$ cat config.mk
export PLATFORM = sky130hd
export DESIGN_NAME = mux_scan_ctrl
export DESIGN_NICKNAME = d
export VERILOG_FILES = /design/src/rtl/mux_scan_ctrl.sv
export SDC_FILE = /design/constraint.sdc
export NUM_CORES = 1
export LEC_CHECK = 0
export CAP_MARGIN = 15
export CORE_AREA = 10 10 61 63
export DETAILED_ROUTE_END_ITERATION = 16
export DIE_AREA = 0 0 71 73
export PLACE_DENSITY = 0.61
export SKIP_CTS_REPAIR_TIMING = 1
export SYNTH_ARGS = -nofsm -noshare
export SYNTH_HDL_FRONTEND = slang
export SYNTH_SLANG_ARGS = --single-unit
$ cat constraint.sdc
create_clock -name clk -period 2.9 [get_ports clk]
set_clock_uncertainty 0.15 [all_clocks]
set_input_delay 0.29 -clock clk [delete_from_list [all_inputs] [get_ports clk]]
set_output_delay 0.29 -clock clk [all_outputs]
set_load 0.01 [all_outputs]
$ cat src/rtl/mux_scan_ctrl.sv
// Scan sequencer for a 4:1 channel mux: steps the select through the enabled channels,
// dwells, captures f_in and offers it on a valid/ready port. `SCAN_CONT_EN enables wrap-around scanning.
module mux_scan_ctrl #(
    parameter int DW    = 3,
    parameter int DWELL = 4
) (
    input  logic          clk,
    input  logic          rst_n,
    input  logic          start,
    input  logic          stop,
    input  logic [3:0]    chan_mask,
    input  logic [DW-1:0] f_in,
    output logic [1:0]    s,
    output logic          busy,
    output logic          smp_valid,
    input  logic          smp_ready,
    output logic [DW-1:0] smp_data,
    output logic [1:0]    smp_ch,
    output logic          done
);
    localparam int CW = $clog2(DWELL) + 1;
    localparam logic [CW-1:0] CNT_INIT = CW'(DWELL - 1);

    typedef enum logic [1:0] {IDLE, SETTLE, HOLD} state_t;

    state_t        state, state_n;
    logic [CW-1:0] cnt, cnt_n;
    logic [3:0]    mask_q, mask_n;
    logic [1:0]    s_n, smp_ch_n;
    logic [DW-1:0] smp_data_n;
    logic          smp_valid_n, done_n;
    logic [2:0]    nxt;

    function automatic logic [1:0] lowest(input logic [3:0] m);
        lowest = 2'd0;
        for (int i = 3; i >= 0; i--)
            if (m[i]) lowest = 2'(i);
    endfunction

    // {found, channel}: nearest enabled channel strictly above c
    function automatic logic [2:0] next_above(input logic [3:0] m, input logic [1:0] c);
        next_above = 3'b000;
        for (int i = 3; i >= 0; i--)
            if (m[i] && (i > int'(c))) next_above = {1'b1, 2'(i)};
    endfunction

    assign busy = (state != IDLE);
    assign nxt  = next_above(mask_q, s);

    always_comb begin
        state_n     = state;
        s_n         = s;
        cnt_n       = cnt;
        mask_n      = mask_q;
        smp_valid_n = smp_valid;
        smp_data_n  = smp_data;
        smp_ch_n    = smp_ch;
        done_n      = 1'b0;
        case (state)
            IDLE: begin
                if (start && (chan_mask != 4'd0)) begin
                    mask_n  = chan_mask;
                    s_n     = lowest(chan_mask);
                    cnt_n   = CNT_INIT;
                    state_n = SETTLE;
                end
            end
            SETTLE: begin
                if (stop) begin
                    smp_valid_n = 1'b0;
                    state_n     = IDLE;
                end else if (cnt == '0) begin
                    smp_data_n  = f_in;
                    smp_ch_n    = s;
                    smp_valid_n = 1'b1;
                    state_n     = HOLD;
                end else begin
                    cnt_n = cnt - 1'b1;
                end
            end
            HOLD: begin
                // stop wins over advancing; a coincident handshake just retires the sample
                if (stop) begin
                    smp_valid_n = 1'b0;
                    state_n     = IDLE;
                end else if (smp_valid && smp_ready) begin
                    smp_valid_n = 1'b0;
                    if (nxt[2]) begin
                        s_n     = nxt[1:0];
                        cnt_n   = CNT_INIT;
                        state_n = SETTLE;
                    end else begin
                        done_n = 1'b1;
`ifdef SCAN_CONT_EN
                        s_n     = lowest(mask_q);
                        cnt_n   = CNT_INIT;
                        state_n = SETTLE;
`else
                        state_n = IDLE;
`endif
                    end
                end
            end
            default: state_n = IDLE;
        endcase
    end

    always_ff @(posedge clk or negedge rst_n) begin
        if (!rst_n) begin
            state     <= IDLE;
            s         <= 2'd0;
            cnt       <= '0;
            mask_q    <= 4'd0;
            smp_valid <= 1'b0;
            smp_data  <= '0;
            smp_ch    <= 2'd0;
            done      <= 1'b0;
        end else begin
            state     <= state_n;
            s         <= s_n;
            cnt       <= cnt_n;
            mask_q    <= mask_n;
            smp_valid <= smp_valid_n;
            smp_data  <= smp_data_n;
            smp_ch    <= smp_ch_n;
            done      <= done_n;
        end
    end
endmodule

### Word level (Yosys, flattened, before mapping)

Index checks and enable logic that the tools add are counted.

| word-level totals | value |
|---|---|
| bits in registers | 18 |
| bits in latches | 0 |
| bits in writable memories | 0 |
| memory bits (read-only) | 0 |
| bits of input ports | 12 |
| output and inout port bits | 10 |
| word-level logic and storage cells | 76 |
| memories | 0 |

| operators by class | value |
|---|---|
| add/sub/neg operators | 1 |
| multiply operators | 0 |
| div/mod/pow operators | 0 |
| order comparisons | 3 |
| equality and inequality tests | 10 |
| shift-type cells | 0 |
| muxes and demuxes | 35 |
| bitwise gates (word level) | 1 |
| reductions and logical operators | 18 |

Operator list:

| kind | number |
|---|---|
| $mux 3 | 9 |
| $mux 2 | 13 |
| $ne 2x2->1 const B | 6 |
| $mux 1 | 9 |
| $pmux 3 s3 | 1 |
| $reduce_and 3->1 | 3 |
| $reduce_and 7->1 | 1 |
| $ne 3x3->1 const B | 2 |
| $pmux 2 s3 | 1 |
| $reduce_bool 2->1 | 3 |
| $logic_and 1x1->1 | 5 |
| $reduce_and 5->1 | 1 |
| $gt 2x2->1 const A | 2 |
| $pmux 2 s2 | 1 |
| $reduce_bool 4->1 | 1 |
| $logic_not 3->1 | 1 |
| $reduce_bool 3->1 | 1 |
| $sub 3x1->3 const B | 1 |
| $eq 2x1->1 const B | 1 |
| $eq 2x2->1 const B | 1 |
| $gt 1x2->1 const A | 1 |
| $logic_not 2->1 | 1 |
| $pmux 1 s2 | 1 |
| $reduce_and 2->1 | 1 |
| $not 1->1 | 1 |

### Logic depth before layout (Yosys ltp)

Gate-level depths: netlist of the first run.

| logic depth | value |
|---|---|
| depth after elaboration | 9 |
| mapped depth | 8 |
| depth with buffers taken out | 8 |

### Worst setup path after synthesis of the first run

OpenSTA, ideal clock, no wires.

| path | value |
|---|---|
| path kind | register -> register |
| start | register cnt[0] |
| end | register smp_data[0] |
| library setup time | 125 ps |
| data arrival time | 1,560 ps |
| data required time | 2,625 ps |
| slack | 1,065 ps |
| cell stages (with the launch flop) | 7 |
| buffers on the path | 0 |
| period minus slack after synthesis | 1,835 ps |
| path through | dfrtp_1 > inv_1 > ha_1 > ha_1 > nand2_1 > nor3_1 > mux2_2 |

| between the ends | value |
|---|---|
| word-level cells in the longest chain between the ends | 2 |

Ends and longest elaborated chain:

| item | RTL line | source |
|---|---|---|
| start: declaration | 27 | `logic [CW-1:0] cnt, cnt_n;` |
| start signal: assignment | 121 | `cnt <= cnt_n;` |
| $logic_not 3->1 | 72 | `end else if (cnt == '0) begin` |
| $reduce_and 3->1 (no source line) | n/a |  |
| end signal: assignment | 124 | `smp_data <= smp_data_n;` |
| end: declaration | 17 | `output logic [DW-1:0] smp_data,` |

No other way between the ends.
A chain may end at the register's enable or synchronous reset.

### Final worst setup path of the first run

| path | value |
|---|---|
| start | register cnt[0] |
| end | register smp_ch[1] |

| between the ends | value |
|---|---|
| word-level cells in the longest chain between the ends | 2 |

Ends and longest elaborated chain:

| item | RTL line | source |
|---|---|---|
| $logic_not 3->1 | 72 |  |
| $reduce_and 3->1 (no source line) | n/a |  |
| end signal: assignment | 125 | `smp_ch <= smp_ch_n;` |
| end: declaration | 18 | `output logic [1:0] smp_ch,` |

No other way between the ends.

==> reports/summary.md, run 1 <==
The adder-cell area share of the yosys netlist came out at 0.02894. Clock-pin slew on the worst setup and hold paths: 0.10 ns. Share of async-settable or async-resettable flops after synthesis: 1.000. The placed instances occupy a cell area of 1105 um2.

The complex-gate fraction of the synthesized area was 0.1896. The total die area is 5183 um2. Yosys mapped a number of flops with a built-in enable equal to 0. Summing every instance area after synthesis gives 864.6 um2. The post-synthesis share of cell area spent on xor and xnor gates was 0; the sequential element share of the synthesized area was 0.4920. Setup violations remaining at the end of the flow were counted as 0. The remaining global-route overflow was 0; the area growth from synthesis to layout was 30.82%. For the pin with the worst max-slew slack, the measured transition is 0.7669 ns. The count of final hold-check violations is 0. The die extent in x came out at 71 um. The run gives 30 as the number of library cell types mapped by synthesis. By startpoint and endpoint, the worst setup path is classified as register to register. STA classifies the critical path startpoint as a register. Dividing total power by cell area gives a power density of 869.3 nW/um2. Along the worst path, the maximum fanout reaches 5. The utilization of the core after routing is 0.4325.

The kind of end point of the critical path is a register. The initial cell density of the core was 0.3306. The repair_antennas step left the layout with diodes totalling 0.

The finished layout holds 133 standard cells, fillers aside. Max-cap violations in this run came to 0. The number of buffer cells added on primary ports came out at 21. The wire-length estimate of the detail-placed layout is 1548 um. In the final design database the tool counted 117 nets. The post-synth net total was 93. Top cell type's share of synthesized area: 0.4920. The insertion delay to the later sink of the worst-skew pair was 0.29 ns. The tools report the number of global-route vias before repair as 762. The most used flip-flop cell after synthesis is sky130_fd_sc_hd__dfrtp_1.

The count of nets left with antenna violations once routing finished came out at 0. The final max-slew violation count is 0, and the number of vias per cell is 5.075. After detailed routing, the average wire length per cell comes to 14.50 um. The logs give 425.4 um2 for the footprint of the flip-flops and latches and 0 for the post-route DRC violation count. The first detailed-routing pass ran for 4 iterations.

The fraction of final layout cells with drive strength greater than 1 is 0.1373. The final route contains 675 vias. The logs give 2615 um2 for the core outline area and 0.5864 ns for the setup slack after placement.

Summed over all instances, the cell type with the most area after synthesis is sky130_fd_sc_hd__dfrtp_1. On the final layout, the worst hold slack is 0.2941 ns. The cell total after placement was 129; the critical path data required time was 2.93 ns.

TritonCTS built the clock tree. The type of the tightest min-delay check was input pin to async pin. A synthesized cell averages 10.94 um2. The tools report the sum of internal, switching and leakage power as 0.9832 mW. By instance count, the leading cell after synthesis is sky130_fd_sc_hd__dfrtp_1. VDD sags by at most 0.0004633 V.

Counting flops and latches in the post-synthesis netlist gives 17. The filler cells instantiated in the layout total 266. In this run the count of I/O pins placed on the die edge is 22.

The number of clock buffers added by TritonCTS is 3. The tools report the leakage power figure as 0.4848 nW. The final worst slack was 0.7789 ns. Summed over all layers, the routed wires come to 1928 um. By area, the combinational part of the netlist is dominated by compound AO/OA/AOI/OAI gates. Counting every sink on the clock net gives 17. Counting every instance in the synthesized netlist gives 79. The simple-gate area share of the yosys netlist was 0.1027; the final setup TNS was 0 ns. The share of the clock period used by the worst path after layout was 0.7314.

In the final layout, the multi-input gates occupy 400.4 um2. During synthesis, Yosys emitted a total of 0 warnings. The number of antenna violations at the first check in global routing is 0. First-pass GRT wire length: 3484 um. The worst slew margin relative to its limit came out at 0.4848. The clock period could shrink to 2.121 ns. The top achievable clock speed is 471.4 MHz.

The number of buffers on the longest clock path is 2. The detailed router's first-iteration violation count was 15; the global-route total usage across every layer was 0.08151. Setup repair after global routing left no endpoint under its margin. At the worst endpoint, the arrival time is 2.15 ns. The final instance area came out at 1131 um2. The tree is rooted in a sky130_fd_sc_hd__clkbuf_4. The largest net degree at the start of global routing is 18. By count the netlist is led by sky130_fd_sc_hd__dfrtp_1 (17), sky130_fd_sc_hd__inv_1 (8), sky130_fd_sc_hd__mux2_2 (8). The run gives 19 as the number of rows in the core area. In the post-synthesis netlist, the biggest area contributors are sky130_fd_sc_hd__dfrtp_1 (49%), sky130_fd_sc_hd__mux2_2 (10%), sky130_fd_sc_hd__inv_1 (3.5%), sky130_fd_sc_hd__a2111oi_4 (3.2%), sky130_fd_sc_hd__ha_1 (2.9%). H-tree level count: 1. The congestion estimate from routability-driven global placement came to 0.8895. The multiplexer fraction of the synthesized cell area came out at 0.1418. The flow ran to the end, and the final reports show no timing, DRC or antenna violations. In this run the vertical extent of the chip is 73 um.
[state kept, by name, summed over array words and instances, names as in the netlist]
name / cells
cnt: 3
done: 1
mask_q: 3
s: 2
smp_ch: 2
smp_data: 3
smp_valid: 1
state: 2
[kinds of logic after synthesis]
group,count (synthesis)
compound gates,22
flops,17
fa+ha+maj,2
simple gates,17
buf+inv,10
mux,11
[path summary, 6_finish.rpt]
path                       depth (start not counted)  slack [ns]  startpoint        end
setup reg to reg                                   6        0.78      cnt[0]  smp_ch[1]
min in group clk                                   1        0.35      cnt[0]     cnt[0]
hold reg to reg                                    1        0.35      cnt[0]     cnt[0]
hold / removal                                     1        0.29       rst_n   state[0]
setup / recovery                                   6        0.78      cnt[0]  smp_ch[1]
max in group asynchronous                          1        1.83       rst_n  mask_q[3]
[worst max-delay path: stages (launching register included)]
cell	delay (ns)
sky130_fd_sc_hd__dfrtp_1	0.40
sky130_fd_sc_hd__inv_1	0.06
sky130_fd_sc_hd__ha_1	0.14
sky130_fd_sc_hd__ha_1	0.17
sky130_fd_sc_hd__nand2_1	0.08
sky130_fd_sc_hd__nor3_1	0.60
sky130_fd_sc_hd__mux2_2	0.41
[cells in the final DEF (no fill, tap or decap), drive strengths merged, types with 2 or more instances in the layout]
cell | netlist | routed
mux2 | 10 | 10
nor2 | 4 | 4
nand2 | 5 | 5
inv | 8 | 8
o21ai | 6 | 6
clkbuf | 2 | 4
clkdlybuf4s50 | 0 | 21
dfrtp | 17 | 17
a22oi | 2 | 2
a21oi | 4 | 4
ha | 2 | 2
a2111oi | 2 | 2
nor2b | 3 | 3
o21bai | 2 | 2
[layout make-up]
type / count / area share
clock buffers: 4 / 0.02323
well taps: 31 / 0.03429
repair buffers: 21 / 0.1858
flip-flops and latches: 17 / 0.3761
multi-input cells: 52 / 0.3540
inverters: 8 / 0.02655
[report_power, final]
| group | switching [mW] | total, mW | internal [mW] |
|---|---|---|---|
| clock | 0.0737 | 0.127 | 0.0534 |
| combinational | 0.195 | 0.437 | 0.242 |
| sequential | 0.0841 | 0.419 | 0.335 |
| total | 0.353 | 0.983 | 0.631 |
[per-layer routing]
| layer | vias up | share of wire | wire, um | GRT usage |
|---|---|---|---|---|
| met2 | 14 | 0.54 | 1032 | 0.1444 |
| li1 | 330 | - | - | - |
| met5 | - | 0 | 0 | 0 |
| met4 | 0 | 0.011 | 21 | 0.04301 |
| met1 | 327 | 0.39 | 753 | 0.08250 |
| met3 | 4 | 0.063 | 121 | 0.02857 |
Power figures use the tool's default switching activity.
==> inputs of run 2 (changes only) <==
==> constraint.sdc (replaced) <==
create_clock -name clk -period 2 [get_ports clk]
set_clock_uncertainty 0.15 [all_clocks]
set_input_delay 0.2 -clock clk [delete_from_list [all_inputs] [get_ports clk]]
set_output_delay 0.2 -clock clk [all_outputs]
set_load 0.01 [all_outputs]
==> run 2 against run 1 <==
Compared with the run above: setup slack worse by 0.65 ns; die area unchanged; count of clock-buffer cells in the layout shrank 1; non-clock buffer count rose by 10; largest power group unchanged; highest routed layer unchanged.
==> reports/summary.md, run 2 (synthesized netlist as in run 1, its figures left out) <==
The number of buffers on the longest clock path is 2 (unchanged). The highest net fanout along the worst path came out at 7 (+2). The startpoint identified for the worst register-to-register timing path is s[1]. By startpoint and endpoint, the worst setup path is classified as register to output pin.

The run gives 0 (unchanged) as the antenna violation net count after detailed routing. The final layout net count came out at 127 (+8.5%). The worst slew margin relative to its limit is 0.7490 (+0.2642). The critical path starts at state[0]. In the final layout, the registers with the most flip-flops are cnt (3), mask_q (3), smp_data (3). The number of maximum-capacitance violations came out at 0 (unchanged). The antenna diode instance count was 0 (unchanged); the non-filler instance count after layout was 143 (+7.5%). Pin slew with the least headroom to its limit: 0.3716 ns (-0.3953 ns).

The total die area is 5183 um2 (unchanged), and the fraction of final layout cells with drive strength greater than 1 is 0.2232 (+0.08596). The insertion delay to the later sink of the worst-skew pair is 0.29 ns (about the same). Derived from the worst setup path, the maximum achievable clock frequency is 535.7 MHz.

Maximum ir drop on the vdd rail: 0.0007259 V (+57%). The number of buffers created by CTS is 3 (unchanged). The global-route total usage across every layer is 0.07938 (-0.002130).

The final max-slew violation count is 0 (unchanged). The library cells used most frequently in the layout, excluding fill and tap cells, are sky130_fd_sc_hd__clkdlybuf4s50_1 (21), sky130_fd_sc_hd__dfrtp_1 (17), sky130_fd_sc_hd__buf_4 (10), sky130_fd_sc_hd__inv_1 (8), sky130_fd_sc_hd__mux2_2 (8). The I/O pin total came out at 22 (unchanged). In this run the worst hold path is classified as input pin to async pin. The most common library cell in the layout ignoring fill and taps is sky130_fd_sc_hd__clkdlybuf4s50_1. The delay contributed by the slowest stage of the critical path was 0.54 ns (-0.06 ns). The vertical die dimension came out at 73 um (unchanged).

The final critical delay including setup and external delays was 1.867 ns; the detailed-routing iteration count for the pre-antenna-repair pass was 4 (unchanged). The routed length per placed instance was 13.92 um (-4.0%). The area growth from synthesis to layout is 39.80%. The tools report the number of antenna violations at the first check in global routing as 0 (unchanged). The signal on the critical path passes through inv_1 -> nand2_1 -> clkdlybuf4s50_1. The run gives 2615 um2 (unchanged) as the core outline area. The remaining global-route overflow was 0 (unchanged). For the routability-driven placement congestion ratio, the log shows 0.8175 (-8.1%). The vias after detailed routing was 716 (+6.1%). The critical path data required time is 1.65 ns (-1.28 ns), and the cell total after placement is 139 (+7.8%).

The tree is rooted in a sky130_fd_sc_hd__clkbuf_4. The half-perimeter wire length after detailed placement was 1613 um (+4.2%); the die extent in x was 71 um (unchanged). The post-route DRC violation count was 0 (unchanged); the first-pass GRT wire length was 3374 um (-3.2%). The run gives 0 (unchanged) as the setup violation total in the final timing report.

Number of clock sinks: 17 (unchanged). The number of vias per cell is 5.007 (-1.3%). The run finished with clean final reports.

The ratio of total power to cell area was 1218 nW/um2 (+40%); the count of final hold-check violations was 0 (unchanged). For the data arrival time of the critical path, the log shows 1.52 ns (-0.63 ns). Share of the clock period used by the worst path after layout: 0.9334. The initial cell density of the core was 0.3306 (unchanged). The worst setup path is captured at an output pin. The clock-pin slew on the worst setup and hold paths was 0.10 ns (about the same); the number of global-route vias before repair was 771 (+1.2%). The number of cells traversed by the worst register-to-register path is 5 (-1). The largest individual stage delay along the critical path comes from the cell sky130_fd_sc_hd__clkdlybuf4s50_1. The leakage power figure is 0.5358 nW (+11%), and the sum of internal, switching and leakage power is 1.472 mW (+50%). Number of buffer cells added on primary ports: 21 (unchanged). The worst setup path is launched from a register.

The final wirelength is 1991 um (+3.3%). The run gives 1 (unchanged) as the H-tree level count. TritonCTS built the clock tree. The number of rows in the core area was 19 (unchanged); the largest net degree at the start of global routing was 18 (unchanged).

The detailed router's first-iteration violation count is 17 (+2).
[run 2: cell types whose count changed in the layout (fill, tap and decap cells not counted), sizes merged]
| cell | before | now |
|---|---|---|
| buf | 0 | 10 |
| clkbuf | 4 | 3 |
| clkinv | 0 | 1 |
[run 2: stage by stage]
stage | TNS, ns | instance area (um2) | hold slack, ns | utilization | setup WS, ns
global placement | 0 | 1180 | 0.3365 | 0.4512 | 0.01768
floorplan | 0 | 864.6 | -0.2456 | - | 0.1651
detailed placement | -0.03582 | 1180 | 0.3439 | 0.4512 | -0.01823
finish | 0 | 1209 | 0.07320 | 0.4622 | 0.1332
CTS | 0 | 1207 | 0.06439 | 0.4617 | 0.1122
global route | -0.0006403 | 1209 | 0.07656 | 0.4622 | -0.0006403
[run 2: worst max-delay path: cells and delay by family, from the launching register on]
kind                   cells  cell delay, ns
DFF                        1            0.46
buffers and inverters      2            0.65
and+or+nand+nor            1            0.11
[run 2: per-layer routing]
metal | vias up | track usage | wire length, um
li1 | 347 | - | -
met1 | 351 | 0.08121 | 782
met2 | 14 | 0.1325 | 1034
met3 | 4 | 0.03401 | 134
met4 | 0 | 0.04731 | 40
met5 | - | 0 | 0
[run 2: final timing paths]
path | slack, ns | to
min in group clk | 0.36 | cnt[0]
min | 0.07 | cnt[2]
max | 0.13 | busy
max reg2reg | 0.15 | s[1]
min reg2reg | 0.36 | cnt[0]
max in group asynchronous | 1.44 | state[1]
[run 2: final cells by class]
| type | instances | area [um2] |
|---|---|---|
| clock buffers | 3 | 22.52 |
| clock inverters | 1 | 5.005 |
| fillers | 261 | 1406 |
| inverters | 8 | 30.03 |
| multi-input cells | 52 | 401.6 |
| flip-flops and latches | 17 | 425.4 |
| well taps | 31 | 38.79 |
| repair buffers | 31 | 285.3 |
[run 2: power breakdown]
part / total (mW) / switching (mW) / leakage, nW / internal, mW
clock network: 0.186 / 0.111 / 0.0177 / 0.0743
logic: 0.686 / 0.300 / 0.305 / 0.385
registers: 0.601 / 0.115 / 0.213 / 0.486
total: 1.47 / 0.527 / 0.536 / 0.946
==> inputs of run 3 (changes only) <==
--- a/config.mk
+++ b/config.mk
@@ -14,3 +14,4 @@
 export SYNTH_ARGS = -nofsm -noshare
 export SYNTH_HDL_FRONTEND = slang
 export SYNTH_SLANG_ARGS = --single-unit
+export TNS_END_PERCENT = 100
==> results of run 3 <==
No change in the layout: final DEF, timing and power equal those of run 2.
==> RTL change 1 (settings of run 2) <==
Make the reset (`rst_n`) synchronous in one clocked block.
--- a/src/rtl/mux_scan_ctrl.sv
+++ b/src/rtl/mux_scan_ctrl.sv
@@ -107,3 +107,3 @@
 
-    always_ff @(posedge clk or negedge rst_n) begin
+    always_ff @(posedge clk) begin
         if (!rst_n) begin
Formal check against the unedited RTL: differs if rst_n is asserted again (counterexample within 4 cycles, from zero or initial values and one cycle with rst_n low); with rst_n held inactive, the same outputs for 10 cycles.
==> RTL change 1 against run 2 <==
Synthesized area is 0.14% lower; maximum frequency fell by 2.1%; worst setup slack lost 0.040 ns; routed wire length grew 8.4%; cell count grew 14%; highest routed layer unchanged; sequential cell count unchanged; cell area rose by 1.3%.
Power is not compared: it rests on default switching activity, and its combinational part moved more than twofold at a synthesized area within 25%.
==> RTL change 1: results <==
export IMPL_io_buffers=21
export IMPL_holdWs_ns=0.342
export IMPL_r2r_slack_ns=0.09
export IMPL_gr_usage_all_layers_pct=8.48
export IMPL_drt_total_wl_um=2160
export IMPL_reg2reg_depth=8
export IMPL_async_flop_share_pct=0
export IMPL_drive_above_1_share_pct=17.4
export IMPL_fill_cells=275
export IMPL_p_switching_uw=223
export IMPL_root_buffer="clkbuf_4"
export IMPL_cp_data_arrival_time_ns=1.97
export IMPL_grt_max_degree=13
export IMPL_post_dp_hpwl_um=1640
export IMPL_grt_pass1_wl_um=3640
export IMPL_grt_antenna_before_repair=0
export IMPL_hold_path_class="flip-flop to flip-flop"
export IMPL_synth_flop_cell="dfxtp_1"
export IMPL_status="completed"
export IMPL_slowest_delay_ns=0.36
export IMPL_grt_pass1_vias=828
export IMPL_r2r_end="cnt[2]"
export IMPL_synth_cell_types=32
export IMPL_syn_nets=113
export IMPL_via_per_inst=4.94
export IMPL_r2r_start="cnt[0]"
export IMPL_place_gp_congestion=0.874
export IMPL_slowest_stage="o32a_1"
export IMPL_max_slew_margin_pct=72.6
export IMPL_cp_max_fo=5
export IMPL_synth_commonest_cells="nor2_1 (18), dfxtp_1 (17), mux2i_1 (10), inv_1 (8), nand2_1 (7)"
export IMPL_clk_pin_slew_ns=0.10
export IMPL_synth_area_top_cells="dfxtp_1 (39%), mux2i_1 (12%), nor2_1 (7.8%), inv_1 (3.5%), a41oi_4 (3.2%)"
export IMPL_ys_seq_area_share_pct=39.4
## RTL change 1: cell type report
class                   count  area (um^2)  share of cell area (%)
repair buffers             32          293                    23.9
multi-input cells          71          495                    40.4
well taps                  31         38.8                    3.17
inverters                   8         30.0                    2.45
flip-flops and latches     17          342                    27.9
clock buffers               4         26.3                    2.15
## RTL change 1: stage by stage
step                      setup slack, ns  total power, mW  cells  instance area (um^2)
after global placement            -0.0210            0.583    158                  1170
after floorplan                     0.206            0.498     99                   863
after detailed placement          -0.0886            0.587    158                  1170
final                              0.0930            0.780    163                  1220
after CTS                          0.0701            0.768    162                  1200
after global routing              -0.0202            0.832    163                  1220
## RTL change 1: worst max path at each step
stage                  from  endpoint  slack, ns  depth (start not counted)
2_1_floorplan        cnt[0]    cnt[1]       0.21                          7
3_3_place_gp           stop    cnt[1]      -0.02                          6
3_5_place_dp   chan_mask[1]      s[1]      -0.09                          6
4_1_cts              cnt[0]    cnt[1]       0.07                          7
5_1_grt              cnt[0]    cnt[0]      -0.02                          7
6_report             cnt[0]    cnt[2]       0.09                          8
## RTL change 1: kinds of logic after synthesis
group	Yosys count	synth area share [%]
buffers and inverters	11	4.93
DFF	17	39.4
and+or+nand+nor	40	23.0
adders and majority gates	2	2.90
muxes	10	11.6
AOI/OAI and AO/OA	19	18.1
## RTL change 1: routing by layer
metal,vias up,wire (um),global-route usage [%]
li1,411,-,-
met1,367,1010,9.70
met2,24,959,13.1
met3,4,148,2.86
met4,0,46,5.81
met5,-,0,0
## RTL change 1: worst max-delay path, delay by kind of cell, from the launching register on
kind	cells	cell delay [ns]
flops	1	0.34
fa+ha+maj	2	0.35
buf+inv	2	0.20
simple gates	1	0.08
compound gates	3	0.70
==> RTL change 2 (settings of run 2) <==
Without the edit above. Change the parameter `DWELL` from 4 to 8.
--- a/src/rtl/mux_scan_ctrl.sv
+++ b/src/rtl/mux_scan_ctrl.sv
@@ -4,3 +4,3 @@
     parameter int DW    = 3,
-    parameter int DWELL = 4
+    parameter int DWELL = 8
 ) (
Check against the original RTL: not equivalent (Yosys sat finds a counterexample within 10 cycles, from zero or initial values and one cycle with rst_n low).
==> RTL change 2 against run 2 <==
Hold slack better by 0.020 ns; cell count rose by 13%; worst setup slack got worse by 0.043 ns; synthesized area up 9.7%; sequential cell count up 1; die area unchanged; cell area up 8.3%; routed wire length up 7.4%; total power is 24% lower; maximum frequency down 2.2%; critical path type is now flip-flop to flip-flop; combinational power is 38% lower.
==> RTL change 2: results <==
export IMPL_status="completed"
export IMPL_dr_pass1_iters=4
export IMPL_maxPowerGroup="registers"
export IMPL_r2r_slack_ns=0.09
export IMPL_grt_pass1_wl_um=3580
export IMPL_async_flop_share_pct=100
export IMPL_drive_above_1_share_pct=26.2
export IMPL_finalNetCount=145
export IMPL_holdWs_ns=0.0931
export IMPL_fin_util_pct=50.0
export IMPL_inverters=7
export IMPL_clkSinkCount=18
export IMPL_buffers=33
export IMPL_syn_nets=109
export IMPL_gr_usage_all_layers_pct=8.51
export IMPL_p_leak_nw=0.586
export IMPL_ys_seq_area_share_pct=47.5
export IMPL_num_multi_input_gates=69
export IMPL_placedCellCount=158
export IMPL_wl_per_cell_um=13.3
export IMPL_synth_cell_types=33
export IMPL_reg_largest_list="cnt: 4 flops, mask_q: 3 flops, smp_data: 3 flops"
export IMPL_clk_pin_slew_ns=0.10
export IMPL_via_per_inst=5.07
export IMPL_worst_slew_pin_slew_ns=0.370
export IMPL_place_gp_congestion=0.821
export IMPL_multi_input_area_share_pct=35.5
export IMPL_seq_share_pct=34.5
export IMPL_dpl_cell_area_mm2=0.00127
export IMPL_synth_mux_area_share_pct=9.89
export IMPL_syn_inst=96
export IMPL_grt_max_degree=19
export IMPL_fill_cells=261
export IMPL_cp_data_arrival_time_ns=1.94
export IMPL_period_share_pct=95.5
export IMPL_grt_pass1_vias=816
export IMPL_clock_area_share_pct=1.72
export IMPL_synth_commonest_cells="dfrtp_1 (18), nor2_1 (12), a21oi_1 (7), mux2_2 (7)"
export IMPL_slowest_delay_ns=0.39
export IMPL_synth_compound_area_share_pct=14.0
export IMPL_post_dp_hpwl_um=1730
export IMPL_place_ws_ns=-0.166
export IMPL_ir_drop_v=0.000514
export IMPL_synthAdderAreaFrac_pct=1.32
export IMPL_synth_xor_area_share_pct=0
export IMPL_buffer_area_share_pct=22.9
export IMPL_slowest_stage="dfrtp_1"
export IMPL_hold_path_class="primary input to async pin"
export IMPL_drt_total_wl_um=2140
export IMPL_clk_latency_ns=0.28
export IMPL_combPwrFrac_pct=37.9
export IMPL_p_switching_uw=372
export IMPL_synth_area_top_cells="dfrtp_1 (47%), mux2_2 (8.3%), nor2_1 (4.7%), a21oi_1 (3.7%), o21ai_0 (3.2%)"
export IMPL_pg_comb_uw=424
export IMPL_seqPwrFrac_pct=46.8
export IMPL_drt_iter0_markers=38
export IMPL_cp_max_fo=6
[RTL change 2: worst paths after layout]
check	start	to	cells after the start
max	state[0]	s[0]	5
min	rst_n	smp_valid	2
max reg2reg	state[0]	s[0]	5
min reg2reg	cnt[0]	cnt[0]	1
max in group asynchronous	rst_n	state[1]	2
min in group clk	cnt[0]	cnt[0]	1
[RTL change 2: critical path, delay by kind of cell, from the launching register on]
kind,cells,cell delay (ns)
AND/OR/NAND/NOR,3,0.76
flip-flops,1,0.39
multiplexers,1,0.30
AO/OA/AOI/OAI,1,0.21
[RTL change 2: routing by layer]
| metal | routed length [um] | share of wire (%) | global-route usage [%] | vias up |
|---|---|---|---|---|
| met3 | 124 | 5.8 | 3.81 | 2 |
| li1 | - | - | - | 407 |
| met4 | 16 | 0.75 | 3.87 | 0 |
| met1 | 948 | 44 | 9.56 | 395 |
| met2 | 1050 | 49 | 13.6 | 12 |
| met5 | 0 | 0 | 0 | - |
